$ cat src/rtl/fb_axi_writer.sv
// AXI4 write master: streams FB_BEATS 32-bit pixel words into a framebuffer as INCR bursts,
// keeping exactly one burst outstanding at a time.
module fb_axi_writer #(
  parameter int unsigned FB_BEATS  = 307200,
  parameter int unsigned BURST_LEN = 16,
  parameter int unsigned ID        = 0
) (
  input  logic        aclk,
  input  logic        resetn,
  input  logic        start,
  input  logic [31:0] fbAddr,
  output logic        busy,
  output logic        done,
  output logic        error,
  input  logic        s_axis_tvalid,
  output logic        s_axis_tready,
  input  logic [31:0] s_axis_tdata,
  output logic [3:0]  m_axi_awid,
  output logic [31:0] m_axi_awaddr,
  output logic [7:0]  m_axi_awlen,
  output logic [2:0]  m_axi_awsize,
  output logic [1:0]  m_axi_awburst,
  output logic        m_axi_awlock,
  output logic [3:0]  m_axi_awcache,
  output logic [2:0]  m_axi_awprot,
  output logic [3:0]  m_axi_awqos,
  output logic        m_axi_awvalid,
  input  logic        m_axi_awready,
  output logic [31:0] m_axi_wdata,
  output logic [3:0]  m_axi_wstrb,
  output logic        m_axi_wlast,
  output logic        m_axi_wvalid,
  input  logic        m_axi_wready,
  input  logic [3:0]  m_axi_bid,
  input  logic [1:0]  m_axi_bresp,
  input  logic        m_axi_bvalid,
  output logic        m_axi_bready
);

  localparam int unsigned REM_W = $clog2(FB_BEATS + 1);

  typedef enum logic [1:0] {S_IDLE, S_ADDR, S_DATA, S_RESP} state_t;

  state_t           state;
  logic [REM_W-1:0] remaining;
  logic [7:0]       beat_cnt;
  logic             beat_hs;
  logic             unused_bid;

  // awlen for the next burst: full BURST_LEN, or whatever is left for the tail burst
  function automatic logic [7:0] burst_awlen(input logic [REM_W-1:0] rem);
    if (32'(rem) >= BURST_LEN) return 8'(BURST_LEN - 32'd1);
    else                       return 8'(32'(rem) - 32'd1);
  endfunction

  assign m_axi_awid    = 4'(ID);
  assign m_axi_awsize  = 3'd2;
  assign m_axi_awburst = 2'd1;
  assign m_axi_awlock  = 1'b0;
  assign m_axi_awcache = 4'd0;
  assign m_axi_awprot  = 3'd0;
  assign m_axi_awqos   = 4'd0;
  assign m_axi_wstrb   = 4'hF;
  assign unused_bid    = ^m_axi_bid;

  // W channel is a zero-latency pass-through of the pixel stream, gated to the DATA phase
  assign m_axi_wdata   = s_axis_tdata;
  assign m_axi_wvalid  = (state == S_DATA) && s_axis_tvalid;
  assign s_axis_tready = (state == S_DATA) && m_axi_wready;
  assign m_axi_wlast   = (state == S_DATA) && (beat_cnt == 8'd0);
  assign beat_hs       = m_axi_wvalid && m_axi_wready;

  always_ff @(posedge aclk or negedge resetn) begin
    if (!resetn) begin
      state         <= S_IDLE;
      busy          <= 1'b0;
      done          <= 1'b0;
      error         <= 1'b0;
      m_axi_awvalid <= 1'b0;
      m_axi_bready  <= 1'b0;
      m_axi_awaddr  <= '0;
      m_axi_awlen   <= '0;
      remaining     <= '0;
      beat_cnt      <= '0;
    end else begin
      done <= 1'b0;
      case (state)
        S_IDLE: begin
          if (start) begin
            m_axi_awaddr  <= fbAddr;
            m_axi_awlen   <= burst_awlen(REM_W'(FB_BEATS));
            m_axi_awvalid <= 1'b1;
            remaining     <= REM_W'(FB_BEATS);
            error         <= 1'b0;
            busy          <= 1'b1;
            state         <= S_ADDR;
          end
        end
        S_ADDR: begin
          if (m_axi_awready) begin
            m_axi_awvalid <= 1'b0;
            beat_cnt      <= m_axi_awlen;
            state         <= S_DATA;
          end
        end
        S_DATA: begin
          if (beat_hs) begin
            beat_cnt  <= beat_cnt - 8'd1;
            remaining <= remaining - REM_W'(1);
            if (beat_cnt == 8'd0) begin
              m_axi_bready <= 1'b1;
              state        <= S_RESP;
            end
          end
        end
        S_RESP: begin
          // next burst is issued only after this one's write response
          if (m_axi_bvalid) begin
            m_axi_bready <= 1'b0;
            error        <= error | (m_axi_bresp != 2'b00);
            m_axi_awaddr <= m_axi_awaddr + ((32'(m_axi_awlen) + 32'd1) << 2);
            if (remaining == '0) begin
              done  <= 1'b1;
              busy  <= 1'b0;
              state <= S_IDLE;
            end else begin
              m_axi_awlen   <= burst_awlen(remaining);
              m_axi_awvalid <= 1'b1;
              state         <= S_ADDR;
            end
          end
        end
        default: state <= S_IDLE;
      endcase
    end
  end

endmodule

$ cat config.mk
export PLATFORM = sky130hd
export DESIGN_NAME = fb_axi_writer
export DESIGN_NICKNAME = d
export VERILOG_FILES = /design/src/rtl/fb_axi_writer.sv
export SDC_FILE = /design/constraint.sdc
export NUM_CORES = 1
export LEC_CHECK = 0
export ABC_AREA = 1
export CORE_MARGIN = 2
export CORE_UTILIZATION = 42
export DETAILED_ROUTE_END_ITERATION = 8
export PLACE_DENSITY = 0.75
export RECOVER_POWER = 100
export SYNTH_ARGS = -nofsm -noshare
export SYNTH_HDL_FRONTEND = slang
export SYNTH_SLANG_ARGS = --single-unit
$ cat constraint.sdc
create_clock -name aclk -period 3.42 [get_ports aclk]
set_input_delay 0.855 -clock aclk [delete_from_list [all_inputs] [get_ports aclk]]
set_output_delay 0.855 -clock aclk [all_outputs]
set_load 0.01 [all_outputs]
* Yosys cells after proc, flatten, opt, wreduce, memory -nomap -nowiden *
Cells that the tools add are included.

word-level totals
  bits in registers = 74
  logic and storage cells = 87
  bits of input ports = 77

cells by class
  $add $sub $neg = 5
  bitwise gates (word level) = 1
  reductions and logical operators = 21
  $lt $le $gt $ge = 1
  eq/ne operators = 10
  mux-type cells = 39

operator list
  kind                                                                number
  2-to-1 mux 32 bit                                                   2
  case mux 32 bit (2 select lines)                                    1
  2-to-1 mux 8 bit                                                    6
  2-to-1 mux 19 bit                                                   2
  case mux 19 bit (2 select lines)                                    1
  adder 32 x 11 -> 32 bit                                             1
  case mux 8 bit (2 select lines)                                     2
  greater-or-equal comparator 19 x 5 -> 1 bit, second input constant  1
  logical NOT 19 bit                                                  1
  subtractor 19 x 1 -> 19 bit, second input constant                  1
  subtractor 8 x 1 -> 8 bit, second input constant                    2
  2-to-1 mux 1 bit                                                    15
  inequality test 2 bit, second input constant                        6
  AND reduction 4 bit                                                 3
  2-to-1 mux 2 bit                                                    5
  AND reduction 5 bit                                                 2
  nonzero test 2 bit                                                  5
  adder 8 x 1 -> 9 bit, second input constant                         1
  AND reduction 3 bit                                                 3
  logical NOT 8 bit                                                   1
  case mux 2 bit (4 select lines)                                     1
  case mux 1 bit (2 select lines)                                     3
  equality test 2 bit, second input constant                          2
  logical AND 1 bit                                                   4
  6 further kinds                                                     6

* Logic depth before layout (Yosys ltp) *
  depth in word-level cells = 5
  mapped depth = 20
  gate-level depth less buffers = 20

* Least setup slack after synthesis *
Ideal clock, no wire load.

  path kind = reg2reg
  from = reg m_axi_awlen[2]
  to = reg m_axi_awaddr[14]
  slack = 1,017 ps
  required time = 3,300 ps
  stages on the path, launching flop included = 18
  arrival = 2,283 ps
  path buffers = 0
  cell sequence = dfrtp_1 > inv_1 > nor3_2 > nand3_1 > nor3_1 > xor2_1 > inv_1 > ha_1 > nand2_1 > inv_1 > nand2_1 > nand2_1 > nand2_1 > nand3_1 > nor2_1 > nor2_1 > o21ai_0 > inv_1

on the way
  word-level cells in the longest chain between the ends = 4

RTL lines
  element                           line  RTL
  start: declaration                20    output logic [7:0] m_axi_awlen,
  start signal: assignment          91    m_axi_awlen <= burst_awlen(REM_W'(FB_BEATS));
  start signal: assignment          127   m_axi_awlen <= burst_awlen(remaining);
  adder 8 x 1 -> 9 bit              121   m_axi_awaddr <= m_axi_awaddr + ((32'(m_axi_awlen) + 32'd1) << 2);
  adder 32 x 11 -> 32 bit           121
  2-to-1 mux 32 bit                 118   if (m_axi_bvalid) begin
  case mux 32 bit (2 select lines)  87    case (state)
  end signal: assignment            90    m_axi_awaddr <= fbAddr;
  end signal: assignment            121
  end: declaration                  19    output logic [31:0] m_axi_awaddr,

Every way passes these cells. The select of a mux whose other input is x is not followed.
A chain may end at the register's enable or synchronous reset.

* Worst setup path in the final report *
  from = reg state[0]
  to = out m_axi_wlast

on the way
  word-level cells in the longest chain between the ends = 2

RTL lines
  element                   line  RTL
  start: declaration        44    state_t state;
  start signal: assignment  75    state <= S_IDLE;
  start signal: assignment  96    state <= S_ADDR;
  start signal: assignment  103   state <= S_DATA;
  equality test 2 bit       70    assign m_axi_wlast = (state == S_DATA) && (beat_cnt == 8'd0);
  logical AND 1 bit         70
  end: declaration          31    output logic m_axi_wlast,

Every way passes these cells.

==> reports/metrics.yaml <==
status:
  failed_checks: "max-capacitance violations, max-slew violations"
  run_status: "finished, violations left"
synthesis:
  yosysMostFrequentCell: "nand2_1"
  syn_inst: 852
  synth_top_area_share_pct: 32.5
  post_synth_most_frequent_cells: "nand2_1, inv_1, nor2_1, dfrtp_1, buf_4"
  synth.lib_cells_used.distinct: 45
  synthTopCellsByArea: "dfrtp_1, nand2_1, buf_4, inv_1, nor2_1"
  mappedNetlistArea_mm2: 0.00570
  synth-async-reset-ratio_pct: 100
  synth_seq_cells: 74
  yosysWarningCount: 0
  syn_avg_cell_area_um2: 6.69
  synth.yosys.seq_area_share_pct: 32.5
  most_used_dff_post_synth: "dfrtp_1"
  synth_area_leader_cell: "dfrtp_1"
  synth-edff-count: 0
sta:
  final.hold.worst_slack_ps: 488
  total_of_endpoints_with_negative_setup_slack_in_the_final_report: 0
  report.final.hold_viol_count: 0
  final.setup_skew_ps: 6.16
  post-route-min-period_ps: 3060
  max_clock_freq_mhz: 327
  setup_total_negative_slack_ps: 0
  layout_worst_path_cycle_share_pct: 89.5
  rsz0062_at_grt: "no"
  max-slew-margin-rel_pct: -23.4
  max_slew.worst_pin.slew_ps: 1850
  timing_max_transition_violations_final: 75
grt:
  pin_count_of_the_biggest_net_entering_global_routing: 75
  grt_first_pass_wirelength_mm: 23.7
  grt_remaining_overflow: 0
  antenna_violations_before_repair: 0
  globalRouteTotalUtil_pct: 20.5
  grt_pass1_vias: 5038
cts:
  clkSlewWorstSetupHoldPaths_ps: 60
  cts_resized: 0
  cts.sink_count: 74
  cts_buffer_depth: 2
  cts_tree: "built"
  number_of_cts_inserted_buffers: 9
  clock_latency_ps: 340
  htree_num_levels: 3
  cts_hold_repair.buffers: 0
  clock_tree.root_cell: "clkbuf_16"
  postCtsSetupBuffers: 0
drt:
  detail_route.wirelength_mm: 14.1
  drc_errors: 0
  drt-initial-drc-count: 318
  via_count: 5277
  drtPass1Iterations: 5
  avgViaCountPerCell: 4.88
  ant_nets: 0
  wire_per_inst_um: 13.1
place:
  placed_cell_area_mm2: 0.00640
  dp_hpwl_mm: 10.6
  routabilityCongestion: 0.928
  buffer_ports.inserted: 88
  placed_cells_incl_taps: 1068
hold_path:
  min_from: "remaining[18]"
  hold_path_end: "remaining[18]"
  min_delay_path_depth: 2
  hp-class: "register to register"
pwr:
  power.leakage_nw: 3.34
  peakVddDrop_v: 0.000545
  powerDensity_mw_per_mm2: 916
critical_path:
  rr_worst_depth: 11
  endpoint_kind: "output port"
  critPathArrivalTime_ps: 2210
  crit_slowest_cell: "clkdlybuf4s50_1"
  worstSetupStartpoint: "state[0]"
  crit_type: "register to output port"
  worst-endpoint-required_ps: 2560
  timing.critical_path.from_type: "register"
  rrSetupSlack_ps: 480
  worstReg2RegStart: "state[0]"
  critPathMaxStageDelay_ps: 530
  reg2reg_to: "remaining[18]"
  worstPathCellList: "inv_1, ha_1, clkinv_1, nor2_1, clkdlybuf4s50_1"
  critical_path_peak_fanout: 14
run:
  max_cap_viol_count: 1
floorplan:
  num_rows: 42
  initial_utilization_pct: 43.0
  ios: 182
  die_w_um: 120
  die_height_um: 120
  core_area_mm2: 0.0132
  dieArea_mm2: 0.0145
cells_and_area:
  syn_to_final_growth_pct: 17.3
  finished_cell_area_mm2: 0.00668
  post_route_cells_drive_above_1_share_pct: 2.98
  finish.net_count: 1000
  stdcell_count: 1082
  antenna_diode_count: 0
==> cells in the final DEF, fill, tap and decap left out, drive strengths merged, types with 4 or more instances in the layout <==
cell / count
o21bai: 6
ha: 19
clkinv: 4
xnor2: 4
clkdlybuf4s50: 39
nand3: 60
nand4: 4
inv: 112
nor2: 107
o31ai: 4
a21oi: 32
dlygate4sd3: 48
nand3b: 4
conb: 25
o21ai: 49
dfrtp: 74
nor3: 16
clkbuf: 12
xor2: 17
o22ai: 5
nand2: 242
==> cell families after synthesis <==
| family | count (synthesis) | share of synthesized area [%] |
|---|---|---|
| DFF | 74 | 32.5 |
| xor gates and xnor gates | 21 | 3.23 |
| other | 2 | 0.132 |
| adders and majority gates | 20 | 4.52 |
| buffers and inverters | 189 | 16.6 |
| muxes | 1 | 0.198 |
| AOI/OAI and AO/OA | 106 | 10.7 |
| and+or+nand+nor | 439 | 32.2 |
==> routing by layer <==
layer | GRT usage (%) | vias to the layer above | wire length, um
li1 | - | 2698 | -
met5 | 0 | - | 0
met3 | 4.20 | 14 | 804
met4 | 6.98 | 0 | 197
met2 | 33.7 | 134 | 6700
met1 | 26.9 | 2431 | 6440
==> power by group <==
part	switching (mW)	total (mW)	internal (mW)
logic	2.20	3.52	1.31
clock network	0.373	1.00	0.630
registers	0.376	1.60	1.23
total	2.95	6.12	3.17
==> state kept, by name, indices dropped and copies added, names as in the netlist <==
signal,cells
m_axi_awaddr,32
done,1
state,2
m_axi_bready,1
error,1
beat_cnt,8
busy,1
m_axi_awvalid,1
remaining,19
m_axi_awlen,8
==> how the worst max path moves through the flow <==
stage / to / slack, ps / cells past startpoint
CTS: m_axi_wlast / 450 / 5
finish: m_axi_wlast / 360 / 5
detailed placement: s_axis_tready / 520 / 4
global placement: s_axis_tready / 510 / 4
floorplan: m_axi_awaddr[14] / 1020 / 17
global route: remaining[18] / 180 / 11
==> critical path: cells and delay by family (launching register included) <==
family / cells / cell delay [ps]
fa+ha+maj: 1 / 490
buf+inv: 3 / 820
flops: 1 / 430
simple gates: 1 / 120
==> final cells by class <==
class                      instances  area (um^2)
clock buffer                       9          225
timing repair buffer              92          900
clock inverter                     5         81.3
sequential                        74         1850
tap                              176          220
multi-input combinational        612         2980
fill                            1326         6560
inverter                         114          428
==> through the flow <==
stage | setup WS (ps) | utilization (%) | total power, mW
floorplan | 1020 | - | 4.13
global placement | 512 | 48.4 | 5.17
detailed placement | 521 | 48.4 | 5.25
CTS | 450 | 50.7 | 6.28
global route | 179 | 50.5 | 6.74
finish | 358 | 50.5 | 6.12
(Power assumes the default switching activity.)
==> RTL change: new RTL, same settings <==
Re-encode `state_t` (4 states) as one-hot, 4 bits wide.
--- a/src/rtl/fb_axi_writer.sv
+++ b/src/rtl/fb_axi_writer.sv
@@ -40,5 +40,5 @@
   localparam int unsigned REM_W = $clog2(FB_BEATS + 1);
 
-  typedef enum logic [1:0] {S_IDLE, S_ADDR, S_DATA, S_RESP} state_t;
+  typedef enum logic [3:0] {S_IDLE = 4'b0001, S_ADDR = 4'b0010, S_DATA = 4'b0100, S_RESP = 4'b1000} state_t;
 
   state_t           state;
Check against the original RTL: same outputs for any inputs over 10 cycles, from zero or initial values and one cycle with resetn low; not proved beyond that.
==> RTL change against the original RTL <==
  * Clock power rose by 6%
  * Worst setup slack got worse by 0.0012 ns
  * Hold slack worse by 0.011 ns
  * Routed wire length is 5.3% higher
  * Area after synthesis increased by 4.1%
  * Die area rose by 3.9%
  * Via count grew 5.1%
  * Sequential cell count increased by 2
  * Sequential power is 3% higher
  * Fmax about the same
  * The flow still finishes with violations (max-capacitance violations, max-slew violations)
  * Power fell by 5.5%
  * Register-to-register slack improved by 0.14 ns
  * Utilization down 0.94 points
  * Design area is 2.5% higher
==> RTL change: results (changes against the original RTL) <==
* Status: finished with violations
* Violated checks: max-capacitance violations, max-slew violations
* Multiplexer area fraction after synthesis at 0% (-0.20 points)
* Final Critical Period at 3.06 ns (+0.00122 ns)
* Leakage at 3.45 nW (+3.1%)
* Share of layout cells above drive strength 1 at 4.56% (+1.6 points)
* Final net count at 1029 (+2.9%)
* Adder-Cell Fraction of Synth Area at 3.29% (-1.2 points)
* Synth unique cells at 42 (-6.7%)
* GRT Total Usage at 20.4% (-0.097 points)
* Global-route wire length before repair at 24100 um (+1.8%)
* Slew @ Worst Pin at 1.95 ns (+0.0985 ns)
* Gpl congestion at 0.953 (+2.7%)
* Commonest cells in the netlist: 262 x nand2_1, 122 x nor2_1, 94 x inv_1, 75 x dfrtp_1, 65 x nand3_1
* Pins over their slew limit at 77 (+2.7%)
* Max-Cap Viols at 1 (unchanged)
* Synth Area in Compound Gates at 8.19% (-2.5 points)
* RR Endpoint: m_axi_awaddr[28]
* Post-Synth XOR/XNOR Area at 4.14% (+0.91 points)
* DRT iter0 DRCs at 430 (+35%)
* Routed len/inst at 13.3 um (+1.6%)
* Area contributors post-synth: dfrtp_1 32%, nand2_1 17%, nor2_1 7.7%
* Worst-path fanout max at 15 (+1)
* Largest net degree at the start of global routing at 77 (+2.7%)
* Via/cell ratio at 4.94 (+1.4%)
* Vias in the first global route at 4889 (-3.0%)
* Worst vdd rail ir drop at 0.433 mV (-21%)
* Register area share after synthesis at 32.1% (-0.41 points)
* Worst setup path endpoint: m_axi_wvalid
* Placed wire-length estimate at 11100 um (+4.7%)
* Worst setup path startpoint: state[1]
* Worst r2r path cells at 14 (+3)
* FILL cells at 1402 (+5.7%)
* Worst r2r src: m_axi_awlen[2]
RTL change: cell type report:
cell class	count	area [um^2]	share of cell area, %
flip-flops and latches	76	1900	27.8
multi-input cells	654	3100	45.3
repair buffers	93	906	13.2
clock inverters	7	97.6	1.43
inverters	103	392	5.72
clock buffers	9	225	3.29
well taps	180	225	3.29
RTL change: logic make-up (layout without fill, tap and decap cells):
kind of cell,count (synthesis),in the layout
AO/OA/AOI/OAI,86,86
XOR/XNOR,28,28
adder cells (fa/ha/maj),15,15
buffers and inverters,180,212
flip-flops,76,76
other,2,25
AND/OR/NAND/NOR,500,500
RTL change: metal layers:
| metal | up-vias | track usage (%) | part of all wire, % |
|---|---|---|---|
| li1 | 2798 | - | - |
| met1 | 2555 | 28.6 | 46 |
| met2 | 168 | 31.7 | 46 |
| met3 | 27 | 2.88 | 6.0 |
| met4 | 0 | 7.90 | 2.0 |
| met5 | - | 0 | 0 |
RTL change: worst min path at each step:
stage                    endpoint  cells past startpoint  slack [ns]          start
floorplan             beat_cnt[7]                      2        0.45    beat_cnt[7]
global placement             busy                      2        0.46           busy
detailed placement  m_axi_awvalid                      2        0.47  m_axi_awvalid
CTS                   beat_cnt[7]                      2        0.48    beat_cnt[7]
global route        m_axi_awvalid                      2        0.50  m_axi_awvalid
finish              m_axi_awvalid                      2        0.48  m_axi_awvalid
RTL change: power by group:
group	switching (mW)	total [mW]	internal, mW
Sequential	0.391	1.65	1.26
Clock	0.416	1.06	0.643
Combinational	1.91	3.08	1.17
RTL change: metrics by stage:
step	power (mW)	utilization, %	hold slack [ns]	std cells	area, um^2
after floorplan	3.98	-	0.449	910	6020
after CTS	5.98	50.0	0.482	1122	6920
after detailed placement	4.90	47.7	0.465	1106	6600
after global routing	6.32	49.5	0.503	1122	6850
after global placement	4.82	47.7	0.455	1106	6600
final	5.79	49.5	0.477	1122	6850
RTL change: critical path: stages, from the launching register on:
cell             delay (ns)
dfrtp_1                0.37
inv_1                  0.11
nand2_1                0.07
nor3_2                 0.34
inv_2                  0.25
nor2_4                 0.17
clkdlybuf4s50_1        0.55
